==> config.mk <==
export PLATFORM = sky130hd
export DESIGN_NAME = bram_dump_reader
export DESIGN_NICKNAME = d
export VERILOG_FILES = /design/src/rtl/bram_dump_reader_pkg.sv /design/src/rtl/bram_dump_reader.sv
export SDC_FILE = /design/constraint.sdc
export NUM_CORES = 1
export LEC_CHECK = 0
export ABC_AREA = 0
export BUFFER_PORTS_ARGS = -buffer_cell sky130_fd_sc_hd__buf_2
export CELL_PAD_IN_SITES_DETAIL_PLACEMENT = 2
export CELL_PAD_IN_SITES_GLOBAL_PLACEMENT = 2
export CORE_MARGIN = 8
export CORE_UTILIZATION = 31
export DETAILED_ROUTE_END_ITERATION = 8
export PLACE_DENSITY = 0.85
export RECOVER_POWER = 50
export SLEW_MARGIN = 0
export SYNTH_ARGS = -nofsm -noshare
export SYNTH_HDL_FRONTEND = slang
export SYNTH_SLANG_ARGS = --single-unit
==> constraint.sdc <==
create_clock -name clk -period 2.21 [get_ports clk]
set_input_delay 0.442 -clock clk [delete_from_list [all_inputs] [get_ports clk]]
set_output_delay 0.442 -clock clk [all_outputs]
set_load 0.05 [all_outputs]
==> src/rtl/bram_dump_reader_pkg.sv <==
// Shared definitions for the bram32 readback engine: FSM state encodings and address stride.
package bram_dump_reader_pkg;

    typedef enum logic [2:0] {
        DUMP_IDLE = 3'd0,
        DUMP_ADDR = 3'd1,
        DUMP_WAIT = 3'd2,
        DUMP_SEND = 3'd3,
        DUMP_CSUM = 3'd4,
        DUMP_FIN  = 3'd5
    } dump_state_e;

    localparam int ADDR_STRIDE = 4;

endpackage

==> src/rtl/bram_dump_reader.sv <==
// Reads word_count words from the bram32 debug port and streams them on a valid/ready interface.
// Optional trailing XOR checksum beat when DUMP_CHECKSUM_EN is defined.
module bram_dump_reader
    import bram_dump_reader_pkg::*;
#(
    parameter int ADDR_WIDTH = 10,
    parameter int DATA_WIDTH = 32,
    parameter int CNT_WIDTH  = 9
) (
    input  logic                  clk,
    input  logic                  rst,
    input  logic                  start,
    input  logic [ADDR_WIDTH-1:0] base_addr,
    input  logic [CNT_WIDTH-1:0]  word_count,
    output logic                  busy,
    output logic                  done,
    output logic [ADDR_WIDTH-1:0] debug_addr,
    input  logic [DATA_WIDTH-1:0] debug_data,
    output logic                  m_valid,
    output logic [DATA_WIDTH-1:0] m_data,
    output logic                  m_last,
    input  logic                  m_ready
);

    localparam logic [CNT_WIDTH-1:0]  CNT_ZERO   = {CNT_WIDTH{1'b0}};
    localparam logic [CNT_WIDTH-1:0]  CNT_ONE    = CNT_WIDTH'(1);
    localparam logic [ADDR_WIDTH-1:0] ADDR_ZERO  = {ADDR_WIDTH{1'b0}};
    localparam logic [ADDR_WIDTH-1:0] ADDR_STEP  = ADDR_WIDTH'(ADDR_STRIDE);
    localparam logic [ADDR_WIDTH-1:0] ALIGN_MASK = ~ADDR_WIDTH'(3);
    localparam logic [DATA_WIDTH-1:0] DATA_ZERO  = {DATA_WIDTH{1'b0}};

    dump_state_e             state_r, state_nxt;
    logic [ADDR_WIDTH-1:0]   cur_addr_r, cur_addr_nxt;
    logic [CNT_WIDTH-1:0]    remaining_r, remaining_nxt;
    logic                    busy_r, busy_nxt;
    logic                    done_r, done_nxt;
    logic [ADDR_WIDTH-1:0]   debug_addr_r, debug_addr_nxt;
    logic                    m_valid_r, m_valid_nxt;
    logic [DATA_WIDTH-1:0]   m_data_r, m_data_nxt;
    logic                    m_last_r, m_last_nxt;
    logic                    handshake_s;
    logic                    last_word_s;
    logic [ADDR_WIDTH-1:0]   aligned_base_s;
`ifdef DUMP_CHECKSUM_EN
    logic [DATA_WIDTH-1:0]   csum_r, csum_nxt;
`endif

    assign handshake_s    = m_valid_r && m_ready;
    assign last_word_s    = (remaining_r == CNT_ONE);
    assign aligned_base_s = base_addr & ALIGN_MASK;

    // Next-state and next-output logic; debug_addr is loaded one state early so the
    // synchronous BRAM read completes during WAIT.
    always_comb begin
        state_nxt      = state_r;
        cur_addr_nxt   = cur_addr_r;
        remaining_nxt  = remaining_r;
        busy_nxt       = busy_r;
        done_nxt       = 1'b0;
        debug_addr_nxt = debug_addr_r;
        m_valid_nxt    = m_valid_r;
        m_data_nxt     = m_data_r;
        m_last_nxt     = m_last_r;
`ifdef DUMP_CHECKSUM_EN
        csum_nxt       = csum_r;
`endif
        case (state_r)
            DUMP_IDLE: begin
                if (start) begin
                    busy_nxt       = 1'b1;
                    cur_addr_nxt   = aligned_base_s;
                    debug_addr_nxt = aligned_base_s;
                    remaining_nxt  = word_count;
`ifdef DUMP_CHECKSUM_EN
                    csum_nxt       = DATA_ZERO;
`endif
                    if (word_count == CNT_ZERO) begin
`ifdef DUMP_CHECKSUM_EN
                        m_data_nxt  = DATA_ZERO;
                        m_valid_nxt = 1'b1;
                        m_last_nxt  = 1'b1;
                        state_nxt   = DUMP_CSUM;
`else
                        state_nxt   = DUMP_FIN;
`endif
                    end else begin
                        state_nxt = DUMP_ADDR;
                    end
                end else begin
                    state_nxt = DUMP_IDLE;
                end
            end
            DUMP_ADDR: begin
                debug_addr_nxt = cur_addr_r;
                state_nxt      = DUMP_WAIT;
            end
            DUMP_WAIT: begin
                m_data_nxt  = debug_data;
                m_valid_nxt = 1'b1;
`ifdef DUMP_CHECKSUM_EN
                m_last_nxt  = 1'b0;
`else
                m_last_nxt  = last_word_s;
`endif
                state_nxt   = DUMP_SEND;
            end
            DUMP_SEND: begin
                if (handshake_s) begin
                    m_valid_nxt    = 1'b0;
                    m_last_nxt     = 1'b0;
                    cur_addr_nxt   = cur_addr_r + ADDR_STEP;
                    debug_addr_nxt = cur_addr_r + ADDR_STEP;
                    remaining_nxt  = remaining_r - CNT_ONE;
`ifdef DUMP_CHECKSUM_EN
                    csum_nxt       = csum_r ^ m_data_r;
`endif
                    if (last_word_s) begin
`ifdef DUMP_CHECKSUM_EN
                        m_data_nxt  = csum_r ^ m_data_r;
                        m_valid_nxt = 1'b1;
                        m_last_nxt  = 1'b1;
                        state_nxt   = DUMP_CSUM;
`else
                        state_nxt   = DUMP_FIN;
`endif
                    end else begin
                        state_nxt = DUMP_ADDR;
                    end
                end else begin
                    state_nxt = DUMP_SEND;
                end
            end
            DUMP_CSUM: begin
                if (handshake_s) begin
                    m_valid_nxt = 1'b0;
                    m_last_nxt  = 1'b0;
                    state_nxt   = DUMP_FIN;
                end else begin
                    state_nxt = DUMP_CSUM;
                end
            end
            DUMP_FIN: begin
                done_nxt  = 1'b1;
                busy_nxt  = 1'b0;
                state_nxt = DUMP_IDLE;
            end
            default: begin
                busy_nxt    = 1'b0;
                m_valid_nxt = 1'b0;
                m_last_nxt  = 1'b0;
                state_nxt   = DUMP_IDLE;
            end
        endcase
    end

    // State and registered-output update; reset aborts any dump without a done pulse.
    always_ff @(posedge clk or negedge rst) begin
        if (!rst) begin
            state_r      <= DUMP_IDLE;
            cur_addr_r   <= ADDR_ZERO;
            remaining_r  <= CNT_ZERO;
            busy_r       <= 1'b0;
            done_r       <= 1'b0;
            debug_addr_r <= ADDR_ZERO;
            m_valid_r    <= 1'b0;
            m_data_r     <= DATA_ZERO;
            m_last_r     <= 1'b0;
        end else begin
            state_r      <= state_nxt;
            cur_addr_r   <= cur_addr_nxt;
            remaining_r  <= remaining_nxt;
            busy_r       <= busy_nxt;
            done_r       <= done_nxt;
            debug_addr_r <= debug_addr_nxt;
            m_valid_r    <= m_valid_nxt;
            m_data_r     <= m_data_nxt;
            m_last_r     <= m_last_nxt;
        end
    end

`ifdef DUMP_CHECKSUM_EN
    // Running XOR of every handshaken data word, cleared on each accepted start.
    always_ff @(posedge clk or negedge rst) begin
        if (!rst) begin
            csum_r <= DATA_ZERO;
        end else begin
            csum_r <= csum_nxt;
        end
    end
`endif

    assign busy       = busy_r;
    assign done       = done_r;
    assign debug_addr = debug_addr_r;
    assign m_valid    = m_valid_r;
    assign m_data     = m_data_r;
    assign m_last     = m_last_r;

endmodule
# ---- Word-level counts from Yosys, hierarchy flattened
# Cells that the tools add are included.
dict set report totals {
  ff_bits 68
  inputBits 55
  output_inout_bits 46
  elab_cells 53
}
dict set report op_classes {
  n_addsub 2
  n_eq_ne 9
  mux 19
  bitwise_logic 2
  reduce_logical 12
}
# cell n
set op_table {}
lappend op_table {{10-bit one-hot mux with 3 select lines} 1}
lappend op_table {{10-bit two-way mux} 2}
lappend op_table {{10-bit one-hot mux with 2 select lines} 1}
lappend op_table {{9-bit two-way mux} 2}
lappend op_table {{9-bit one-hot mux with 2 select lines} 1}
lappend op_table {{3-bit one-hot mux with 5 select lines} 1}
lappend op_table {{3-bit two-way mux} 4}
lappend op_table {{10-bit by 3-bit adder with 10-bit output, second input constant} 1}
lappend op_table {{9-bit by 1-bit equality test with 1-bit output, second input constant} 1}
lappend op_table {{9-bit logical NOT} 1}
lappend op_table {{9-bit by 1-bit subtractor with 9-bit output, second input constant} 1}
lappend op_table {{3-bit by 2-bit equality test with 1-bit output, second input constant} 2}
lappend op_table {{3-bit equality test, second input constant} 2}
lappend op_table {{1-bit one-hot mux with 3 select lines} 2}
lappend op_table {{3-bit AND reduction} 2}
lappend op_table {{1-bit two-way mux} 4}
lappend op_table {{2-bit inequality test, second input constant} 2}
lappend op_table {{2-bit AND reduction} 2}
lappend op_table {{4-bit OR reduction} 1}
lappend op_table {{3-bit by 1-bit equality test with 1-bit output, second input constant} 1}
lappend op_table {{3-bit logical NOT} 1}
lappend op_table {{3-bit nonzero test} 1}
lappend op_table {{3-bit OR reduction} 1}
lappend op_table {{2-bit by 1-bit inequality test with 1-bit output, second input constant} 1}
lappend op_table {{other kinds (5)} 6}

# ---- Logic depth before layout (Yosys ltp)
# Gate-level depths: netlist of run 1.
dict set report depth {
  word_depth 4
  depth_mapped 7
  ltp_nobuf 6
}

# ---- Worst setup path after synthesis of run 1
# Ideal clock, no wire load.
dict set report synth_timing {
  path_kind {register to register}
  from {register m_valid_r (netlist: m_valid)}
  to {register cur_addr_r[2]}
  setup_ns 0.127
  arrival_ns 1.536
  required_ns 2.083
  path_slack_ns 0.546
  path_stages_with_launch 6
  path_buffers 1
  period_less_slack_ns 1.664
  cell_sequence {dfrtp_1 -> nand4_1 -> a21o_4 -> buf_6 -> a21oi_2 -> mux2i_1}
}
dict set report synth_between {
  elab_chain_cells 3
}
# item line
set synth_rtl {}
lappend synth_rtl {{start: declaration} bram_dump_reader.sv:38} ;# logic m_valid_r, m_valid_nxt;
lappend synth_rtl {{start signal: assignment} bram_dump_reader.sv:175} ;# m_valid_r <= m_valid_nxt;
lappend synth_rtl {{1-bit logical AND} bram_dump_reader.sv:48} ;# assign handshake_s = m_valid_r && m_ready;
lappend synth_rtl {{2-bit inequality test (no line)} -}
lappend synth_rtl {{3-bit AND reduction (no line)} -}
lappend synth_rtl {{end signal: assignment} bram_dump_reader.sv:170} ;# cur_addr_r <= cur_addr_nxt;
lappend synth_rtl {{end: declaration} bram_dump_reader.sv:33} ;# logic [ADDR_WIDTH-1:0] cur_addr_r, cur_addr_nxt;
# No other way between the ends.
# A chain may end at the register's enable or synchronous reset.

# ---- Final worst setup path of run 1
dict set report layout_timing {
  from {register state_r[2]}
  to {register debug_addr_r[9] (netlist: debug_addr[9])}
}
dict set report layout_between {
  elab_chain_cells 3
  word_cells_on_any_way 8
  classes_between {eq/ne (4); mux (1); reduce/logical (3)}
}
# item line
set layout_rtl {}
lappend layout_rtl {{start: declaration} bram_dump_reader.sv:32} ;# dump_state_e state_r, state_nxt;
lappend layout_rtl {{start signal: assignment} bram_dump_reader.sv:169} ;# state_r <= state_nxt;
lappend layout_rtl {{3-bit by 2-bit equality test with 1-bit output (tied with other cells)} bram_dump_reader.sv:67} ;# case (state_r)
lappend layout_rtl {{2-bit inequality test (no line) or 3-bit nonzero test (tied branches)} -}
lappend layout_rtl {{3-bit AND reduction (no line)} -}
lappend layout_rtl {{end signal: assignment} bram_dump_reader.sv:174} ;# debug_addr_r <= debug_addr_nxt;
lappend layout_rtl {{end: declaration} bram_dump_reader.sv:37} ;# logic [ADDR_WIDTH-1:0] debug_addr_r, debug_addr_nxt;
# Several ways; a longest one is shown, not always the timed one.

==> out/metrics.cfg, run 1 <==
[run]
cap_violations=1

[placement]
gp_congestion=0.765
hpwl_mm=7.71
numPortBuffers=98
place_area_sq_mm=0.00388

[logic_synthesis]
synthDistinctLibCells=53
yosysSeqAreaShare_pct=50.7
synth_flop_cell=dfrtp_1
synth_edf_count=0
synth_seq_cells=65
syn_nets=355
syn_inst=297
yosysWarningCount=0
ys_async_sr_fraction_pct=100
syn_area_sq_mm=0.00321
synth_area_per_cell_sq_um=10.8

[critical_path]
regToRegEndpoint=debug_addr[9]$_DFFE_PN0P_
critical_path.max_fanout=18
r2r-start=state_r[2]$_DFF_PN0_
path_cells=clkbuf_1 > nand2b_1 > nor2_1 > a221o_1
startpoint_type=flip-flop
cp_slowest_cell=clkbuf_1
criticalPathCategory=reg2reg
cp-end-kind=flip-flop
startpoint=state_r[2]$_DFF_PN0_
r2r_cells=4
critical_path.max_stage_delay_ns=0.65
reg2reg_slack_ns=0.31
cp.required_ns=2.44
critPathBufInv=1
worst-path-stages=4
arrival_ns=2.13
cpLargestDelayFamily=buffers and inverters

[sta]
period_minus_slack_ns=1.90
rsz0062_at_grt=no
tightest_slew_ns=1.76
post-route-period-util_pct=86.0
drv_slew=32
fin_setup_tns_ns=0
finClkSkew_ns=0.00758
max_freq_mhz=526
slew_headroom_pct=-17.3
finalSetupViolCount=0
hold_viol_final=0

[grt]
grt_pass1_vias=3097
grt_util_all_layers_pct=14.6
overflow=0
grt_pass1_wl_mm=16.5
grt_max_degree=33
antenna_found_initial=0

[clock_tree]
cts_setup_buffers=0
path_clk_slew_ns=0.08
clock_sinks=65
cts_tree=yes
clk_latency_ns=0.34
post_cts_resized=0
clock_path_buffers=2
cts-root-buf=clkbuf_8
cts_made_buffers=9
cts-hold-fix-buffers=0
cts.htree.levels=3

[cells_and_area]
drive_gt1_share_pct=36.8
fillCellCount=1146
seqCellArea_sq_mm=0.00163
design_area_sq_mm=0.00407
utilization_pct=39.9
nets=455
num_antenna_cells=0
area_growth_pct=26.8
multi_input_comb_area_sq_mm=0.00143

[min_path]
hold_end=m_data[6]$_DFFE_PN0N_
hold_depth=2
hp-start=debug_data[6]
hp-class=in2reg

[route]
drt_iter0_drc=97
antenna_left=0
drc=0
detail_route.first_pass.iterations=4
vias=2740
wirelength_mm=9.78
vias_per_cell=5.09
wl_per_cell_um=18.2

[pwr]
p_per_area_mw_per_mm2=612
ir_drop_uv=273
p_leak_uw=0.00201
power_uw=2490

[die]
io_pins=101
die_w_um=118
rows=37
die_y_um=118
die_area_sq_mm=0.0139
core-area_sq_mm=0.0102
start_util_pct=31.5

[outcome]
violations=capacitance limit, slew limit
status=finished with violations

per-layer routing:
layer | GRT usage (%) | wire length [um] | vias to the layer above
li1 | - | - | 1268
met1 | 16.2 | 4060 | 1380
met2 | 25.8 | 5000 | 82
met3 | 4.46 | 592 | 10
met4 | 5.28 | 119 | 0
met5 | 0 | 0 | -
Yosys cell counts (5+ instances only):
cell	count	area share, %
dfrtp_1	65	51
mux2_2	29	10
nand2_1	24	2.8
nor3_1	5	0.78
mux2i_1	5	1.6
o21ai_0	24	3.7
buf_2	10	1.6
clkbuf_1	7	0.82
inv_1	6	0.70
nand3_1	5	0.78
a21oi_1	20	3.1
nor2_1	17	2.0
xnor2_1	5	1.4
how the worst max path moves through the flow:
stage / endpoint / slack, ns
floorplan: cur_addr_r[2]$_DFFE_PN0P_ / 0.55
global placement: remaining_r[6]$_DFFE_PN0P_ / 0.52
detailed placement: remaining_r[8]$_DFFE_PN0P_ / 0.37
CTS: remaining_r[8]$_DFFE_PN0P_ / 0.34
global route: debug_addr[9]$_DFFE_PN0P_ / 0.14
finish: debug_addr[9]$_DFFE_PN0P_ / 0.31
power breakdown:
group	switching (uW)	total, uW	internal [uW]
combinational	95.0	160	65.1
sequential	10.1	1210	1200
clock	485	1120	634
total	590	2490	1900
metrics by stage:
step	hold WS, ns	worst slack, ns	std cells
after detailed placement	0.472	0.365	522
after global placement	0.464	0.522	522
after global routing	0.315	0.139	538
after CTS	0.167	0.344	538
after floorplan	0.146	0.546	297
final	0.322	0.309	538
worst register-to-register path, delay by kind of cell (launching register included):
kind            cells  cell delay (ns)
buf+inv             1             0.65
simple gates        2             0.48
flops               1             0.34
compound gates      1             0.32
cells by family (layout without fill, tap and decap cells):
kind of cell	Yosys count	after routing	share of synthesized area, %
adder cells (fa/ha/maj)	3	3	1.17
AO/OA/AOI/OAI	80	80	16.4
buffers and inverters	28	133	4.60
flip-flops	65	65	50.7
XOR/XNOR	5	5	1.36
multiplexers	37	37	12.8
AND/OR/NAND/NOR	79	79	13.0
cells in the final DEF (no fill, tap or decap), types with 3 or more instances in the layout:
| cell | netlist | routed |
|---|---|---|
| a21oi_1 | 20 | 20 |
| buf_12 | 0 | 3 |
| buf_2 | 10 | 79 |
| buf_4 | 2 | 8 |
| clkbuf_1 | 7 | 20 |
| clkbuf_8 | 0 | 9 |
| dfrtp_1 | 65 | 65 |
| ha_1 | 3 | 3 |
| inv_1 | 6 | 6 |
| mux2_1 | 3 | 3 |
| mux2_2 | 29 | 29 |
| mux2i_1 | 5 | 5 |
| nand2_1 | 24 | 24 |
| nand2b_1 | 3 | 3 |
| nand3_1 | 5 | 5 |
| nand4_1 | 4 | 4 |
| nor2_1 | 17 | 17 |
| nor3_1 | 5 | 5 |
| nor4_1 | 4 | 4 |
| o21ai_0 | 24 | 24 |
| o21ai_1 | 4 | 4 |
| o22ai_1 | 4 | 4 |
| o2bb2ai_1 | 4 | 4 |
| o31ai_1 | 3 | 3 |
| xnor2_1 | 5 | 5 |
sequential cells by signal (all words and copies together), names as in the netlist:
name	flops
m_data	32
debug_addr	9
remaining_r	9
cur_addr_r	8
state_r	3
busy	1
done	1
m_last	1
m_valid	1
final cells by class:
type | instances | area share (%)
Clock buffer | 9 | 3.05
Clock inverter | 7 | 2.34
Inverter | 6 | 0.554
Multi-Input combinational cell | 204 | 35.3
Sequential cell | 65 | 40.0
Tap cell | 136 | 4.18
Timing Repair Buffer | 111 | 14.6
No activity file was read; power rests on OpenSTA's default activity.
==> run 2, diff against run 1 <==
--- a/config.mk
+++ b/config.mk
@@ -10,9 +10,9 @@
 export CELL_PAD_IN_SITES_DETAIL_PLACEMENT = 2
 export CELL_PAD_IN_SITES_GLOBAL_PLACEMENT = 2
 export CORE_MARGIN = 8
-export CORE_UTILIZATION = 31
+export CORE_UTILIZATION = 34
 export DETAILED_ROUTE_END_ITERATION = 8
-export PLACE_DENSITY = 0.85
+export PLACE_DENSITY = 0.91
 export RECOVER_POWER = 50
 export SLEW_MARGIN = 0
 export SYNTH_ARGS = -nofsm -noshare
==> constraint.sdc (replaced) <==
create_clock -name clk -period 2.4 [get_ports clk]
set_input_delay 0.48 -clock clk [delete_from_list [all_inputs] [get_ports clk]]
set_output_delay 0.48 -clock clk [all_outputs]
set_load 0.05 [all_outputs]
==> out/metrics.cfg, run 2 (synthesis results as in run 1) <==
[min_path]
hp-class=in2reg  ; unchanged

[sta]
drv_slew=66  ; was 32
fin_setup_tns_ns=0  ; unchanged
max_freq_mhz=502  ; was 526 MHz
rsz0062_at_grt=no  ; unchanged
fin_hold_ws_ns=0.342  ; was 0.322 ns
hold_viol_final=0  ; unchanged
post-route-period-util_pct=83.1  ; was 86.0%
finalSetupViolCount=0  ; unchanged
tightest_slew_ns=1.67  ; was 1.76 ns
slew_headroom_pct=-11.1  ; was -17.3%
period_minus_slack_ns=1.99  ; was 1.90 ns
finClkSkew_ns=0.00554  ; was 0.00758 ns

[die]
start_util_pct=34.9  ; was 31.5%
die_w_um=113  ; was 118 um
die_area_sq_mm=0.0128  ; was 0.0139 sq mm
die_y_um=113  ; was 118 um
core-area_sq_mm=0.00920  ; was 0.0102 sq mm
rows=35  ; was 37
io_pins=101  ; unchanged

[cells_and_area]
drive_gt1_share_pct=36.4  ; was 36.8%
area_growth_pct=23.4  ; was 26.8%
largest_register_ffs=32  ; unchanged
nets=451  ; was 455
num_antenna_cells=0  ; unchanged
layout_common_cells=80 x buf_2, 65 x dfrtp_1, 29 x mux2_2  ; was 79 x buf_2, 65 x dfrtp_1, 29 x mux2_2
final_common_cell=buf_2  ; unchanged

[grt]
met2_usage_pct=27.5  ; was 25.8%
antenna_found_initial=0  ; unchanged
grt_pass1_wl_mm=16.1  ; was 16.5 mm
use_met3_pct=5.11  ; was 4.46%
grt_max_degree=66  ; was 33
gr-max-usage-layer=met2  ; unchanged
grt.met1_usage_pct=18.3  ; was 16.2%
grt_util_all_layers_pct=16.0  ; was 14.6%
grt_pass1_vias=3025  ; was 3,097
overflow=0  ; unchanged

[route]
wirelength_mm=10.0  ; was 9.78 mm
antenna_left=0  ; unchanged
drc=0  ; unchanged
vias_per_cell=5.29  ; was 5.09
wl_per_cell_um=19.7  ; was 18.2 um
detail_route.first_pass.iterations=4  ; unchanged
drt_iter0_drc=59  ; was 97
vias=2693  ; was 2,740

[critical_path]
cp.required_ns=2.64  ; was 2.44 ns
arrival_ns=2.23  ; was 2.13 ns
cpLargestDelayFamily=flip-flops  ; was buffers and inverters
criticalPathCategory=reg2reg  ; unchanged
path_cells=nand4_1 > a21oi_4 > buf_4 > nand2_1 > o2bb2ai_1  ; was clkbuf_1 > nand2b_1 > nor2_1 > a221o_1
cp-end-kind=flip-flop  ; unchanged
startpoint_type=flip-flop  ; unchanged
critical_path.max_stage_delay_ns=0.69  ; was 0.65 ns
reg2reg_slack_ns=0.41  ; was 0.31 ns
cp_slowest_cell=dfrtp_1  ; was clkbuf_1
critical_path.max_fanout=16  ; was 18
critPathBufInv=1  ; unchanged

[clock_tree]
clk_latency_ns=0.35  ; was 0.34 ns
cts_made_buffers=9  ; unchanged
clock_sinks=65  ; unchanged
cts-root-buf=clkbuf_8  ; unchanged
path_clk_slew_ns=0.07  ; was 0.08 ns
cts_setup_buffers=0  ; unchanged
post_cts_resized=0  ; unchanged
cts_tree=yes  ; unchanged
clock_path_buffers=2  ; unchanged
cts-hold-fix-buffers=0  ; unchanged
cts.htree.levels=3  ; unchanged

[run]
cap_violations=1  ; unchanged

[pwr]
intPower_uw=1640  ; was 1900 uW
p_sw_uw=558  ; was 590 uW
pwr-share-comb_pct=6.4  ; about the same
swShare_pct=25.4  ; was 23.7%
ir_drop_uv=353  ; was 273 uV
p_per_area_mw_per_mm2=555  ; was 612 mW/mm^2
p_leak_uw=0.00198  ; was 0.00201 uW
p_clk_share_pct=42.9  ; was 45.0%
p_seq_share_pct=50.7  ; was 48.6%

[outcome]
violations=capacitance limit, slew limit  ; unchanged
status=finished with violations  ; unchanged

[placement]
gp_congestion=0.770  ; was 0.765
numPortBuffers=98  ; unchanged
hpwl_mm=7.44  ; was 7.71 mm

run 2: changes by cell type in the layout (fill, tap and decap cells not counted):
cell       delta
buf_12        -2
buf_4         -2
buf_2         +1
bufinv_16     -1
clkbuf_1      -1
clkinv_2      +1
clkinv_4      -1
inv_6         +1
run 2: power groups by stage:
stage          sequential (uW)  clock [uW]  combinational, uW
3_3_place_gp              1130           0                141
5_1_grt                   1110        1020                160
2_1_floorplan             1150           0               40.4
6_report                  1110         942                141
4_1_cts                   1110         978                150
3_5_place_dp              1140           0                148
run 2: cell type report:
cell class	instances	area, sq um
flip-flops and latches	65	1630
repair buffers	107	542
fillers	999	5240
inverters	6	22.5
clock inverters	7	70.1
clock buffers	9	124
multi-input cells	204	1430
well taps	111	139
run 2: path summary, 6_finish.rpt:
kind	cells after the start	from	to
setup / recovery	5	state_r[0]$_DFF_PN0_	cur_addr_r[6]$_DFFE_PN0P_
setup reg to reg	5	state_r[0]$_DFF_PN0_	cur_addr_r[6]$_DFFE_PN0P_
min in group asynchronous	2	rst	m_data[10]$_DFFE_PN0N_
max in group asynchronous	2	rst	remaining_r[2]$_DFFE_PN0P_
hold / removal	2	debug_data[9]	m_data[9]$_DFFE_PN0N_
hold reg to reg	2	debug_addr[6]$_DFFE_PN0P_	debug_addr[6]$_DFFE_PN0P_
run 2: metal layers:
layer  part of all wire [%]  up-vias
met2                     49       84
met3                    6.2       12
met5                      0        -
li1                       -     1258
met4                    1.4        0
met1                     43     1339
run 2: through the flow:
step | worst slack [ns] | utilization [%] | power (uW) | cells | area, sq um
after global placement | 0.506 | 41.4 | 1280 | 493 | 3800
after detailed placement | 0.404 | 41.4 | 1280 | 493 | 3800
after CTS | 0.393 | 43.5 | 2240 | 509 | 4000
final | 0.407 | 43.0 | 2200 | 509 | 3960
after floorplan | 0.736 | - | 1190 | 297 | 3210
after global routing | 0.285 | 43.0 | 2300 | 509 | 3960
run 2: worst reg2reg max path: stages (launching register included):
cell and delay (ns):
dfrtp_1 0.69, nand4_1 0.36, a21oi_4 0.43, buf_4 0.23, nand2_1 0.06, o2bb2ai_1 0.11
==> run 3, diff against run 2 <==
--- a/config.mk
+++ b/config.mk
@@ -10,9 +10,9 @@
 export CELL_PAD_IN_SITES_DETAIL_PLACEMENT = 2
 export CELL_PAD_IN_SITES_GLOBAL_PLACEMENT = 2
 export CORE_MARGIN = 8
-export CORE_UTILIZATION = 34
+export CORE_UTILIZATION = 31
 export DETAILED_ROUTE_END_ITERATION = 8
-export PLACE_DENSITY = 0.91
+export PLACE_DENSITY = 0.85
 export RECOVER_POWER = 50
 export SLEW_MARGIN = 0
 export SYNTH_ARGS = -nofsm -noshare
==> constraint.sdc (replaced) <==
create_clock -name clk -period 2 [get_ports clk]
set_input_delay 0.4 -clock clk [delete_from_list [all_inputs] [get_ports clk]]
set_output_delay 0.4 -clock clk [all_outputs]
set_load 0.05 [all_outputs]
==> out/metrics.cfg, run 3 (synthesis results as in run 1) <==
[cells_and_area]
layout_common_cells=80 x buf_2, 65 x dfrtp_1, 29 x mux2_2  ; unchanged
num_antenna_cells=0  ; unchanged
final_common_cell=buf_2  ; unchanged
design_area_sq_mm=0.00404  ; was 0.00396 sq mm
seqCellArea_sq_mm=0.00163  ; unchanged
multi_input_comb_area_sq_mm=0.00143  ; unchanged
nets=453  ; was 451
largest_register_ffs=32  ; unchanged
drive_gt1_share_pct=36.8  ; was 36.4%
stdcell_count=536  ; was 509
area_growth_pct=25.9  ; was 23.4%
fillCellCount=1127  ; was 999

[min_path]
hp-class=in2reg  ; unchanged
hp-start=debug_data[9]  ; unchanged
hold_depth=2  ; unchanged

[critical_path]
worst-path-stages=6  ; was 5
critical_path.max_stage_delay_ns=0.53  ; was 0.69 ns
cpMostUsedCell=buf_4
cp-end-kind=flip-flop  ; unchanged
startpoint_type=flip-flop  ; unchanged
path_cells=buf_4 > and3b_1 > buf_4 > nand2_1 > o32ai_1 > a21oi_1  ; was nand4_1 > a21oi_4 > buf_4 > nand2_1 > o2bb2ai_1
cpLargestDelayFamily=flip-flops  ; unchanged
r2r-start=state_r[1]$_DFF_PN0_  ; was state_r[0]$_DFF_PN0_
cp.required_ns=2.23  ; was 2.64 ns
critical_path.max_fanout=20  ; was 16
criticalPathCategory=reg2reg  ; unchanged
critPathBufInv=2  ; was 1
arrival_ns=2.03  ; was 2.23 ns
cp_slowest_cell=dfrtp_1  ; unchanged
r2r_cells=6  ; was 5
startpoint=state_r[1]$_DFF_PN0_  ; was state_r[0]$_DFF_PN0_

[run]
cap_violations=1  ; unchanged

[grt]
gr-max-usage-layer=met2  ; unchanged
grt_util_all_layers_pct=14.7  ; was 16.0%
grt_pass1_vias=3074  ; was 3,025
antenna_found_initial=0  ; unchanged
met2_usage_pct=25.5  ; was 27.5%
use_met3_pct=5.56  ; was 5.11%
overflow=0  ; unchanged
grt_max_degree=66  ; unchanged
grt.met1_usage_pct=16.3  ; was 18.3%
grt_pass1_wl_mm=16.3  ; was 16.1 mm

[clock_tree]
cts_tree=yes  ; unchanged
cts-root-buf=clkbuf_8  ; unchanged
path_clk_slew_ns=0.07  ; about the same
cts_setup_buffers=0  ; unchanged
cts.htree.levels=3  ; unchanged
clk_latency_ns=0.35  ; about the same
clock_sinks=65  ; unchanged
clock_path_buffers=2  ; unchanged
cts_made_buffers=9  ; unchanged
cts-hold-fix-buffers=0  ; unchanged

[outcome]
violations=capacitance limit, slew limit  ; unchanged
status=finished with violations  ; unchanged

[sta]
drv_slew=66  ; unchanged
slew_headroom_pct=-8.55  ; was -11.1%
post-route-period-util_pct=90.1  ; was 83.1%
period_minus_slack_ns=1.80  ; was 1.99 ns
fin_setup_tns_ns=0  ; unchanged
finClkSkew_ns=0.0104  ; was 0.00554 ns
hold_viol_final=0  ; unchanged
rsz0062_at_grt=no  ; unchanged
max_freq_mhz=555  ; was 502 MHz
finalSetupViolCount=0  ; unchanged
tightest_slew_ns=1.63  ; was 1.67 ns

[pwr]
p_leak_uw=0.00200  ; was 0.00198 uW
p_per_area_mw_per_mm2=690  ; was 555 mW/mm^2
power_uw=2790  ; was 2200 uW
ir_drop_uv=330  ; was 353 uV

[route]
antenna_left=0  ; unchanged
wl_per_cell_um=18.5  ; was 19.7 um
vias=2710  ; was 2,693
wirelength_mm=9.89  ; was 10.0 mm
detail_route.first_pass.iterations=4  ; unchanged
vias_per_cell=5.06  ; was 5.29
drc=0  ; unchanged
drt_iter0_drc=106  ; was 59

[die]
io_pins=101  ; unchanged
die_area_sq_mm=0.0139  ; was 0.0128 sq mm
core-area_sq_mm=0.0102  ; was 0.00920 sq mm
rows=37  ; was 35
die_y_um=118  ; was 113 um
start_util_pct=31.5  ; was 34.9%
die_w_um=118  ; was 113 um

[placement]
place_area_sq_mm=0.00385  ; was 0.00380 sq mm
dp.cells=520  ; was 493
gp_congestion=0.772  ; was 0.770
numPortBuffers=98  ; unchanged
hpwl_mm=7.47  ; was 7.44 mm

run 3: where the power goes:
group	internal (uW)	switching [uW]	total [uW]
Clock	740	538	1280
Combinational	67.5	103	171
Sequential	1320	11.6	1340
Total	2130	653	2790
run 3: what timing repair did:
item | in CTS | in global routing
resized for setup | 0 | 1
endpoints found under the hold margin | 0 | 0
setup endpoints to repair | 0 | 1
run 3: area by class of cell:
class	instances	area share, %
flip-flops and latches	65	40.3
clock inverters	6	2.26
inverters	6	0.558
multi-input cells	204	35.5
repair buffers	109	13.8
well taps	136	4.21
clock buffers	10	3.41
run 3: metrics by stage:
step / worst slack, ns / hold slack [ns] / util, %
detailed placement: 0.225 / 0.442 / 37.8
floorplan: 0.336 / 0.104 / -
global placement: 0.318 / 0.448 / 37.8
CTS: 0.155 / 0.0623 / 40.1
finish: 0.198 / 0.275 / 39.7
global route: 0.0282 / 0.256 / 39.7
run 3: path summary, 6_finish.rpt:
kind	endpoint	slack, ns
setup / recovery	cur_addr_r[8]$_DFFE_PN0P_	0.20
hold / removal	m_data[9]$_DFFE_PN0N_	0.28
setup reg to reg	cur_addr_r[8]$_DFFE_PN0P_	0.20
hold reg to reg	debug_addr[8]$_DFFE_PN0P_	0.48
max in group asynchronous	state_r[0]$_DFF_PN0_	0.47
min in group asynchronous	m_data[6]$_DFFE_PN0N_	0.53
run 3: metal layers:
layer	up-vias	share of wire, %
met3	13	6.6
met5	-	0
met4	0	1.6
met1	1341	42
met2	91	50
li1	1265	-
run 3: worst reg2reg max path: stages (launching register included):
cell	delay, ns
dfrtp_1	0.53
buf_4	0.25
and3b_1	0.18
buf_4	0.25
nand2_1	0.10
o32ai_1	0.26
a21oi_1	0.11
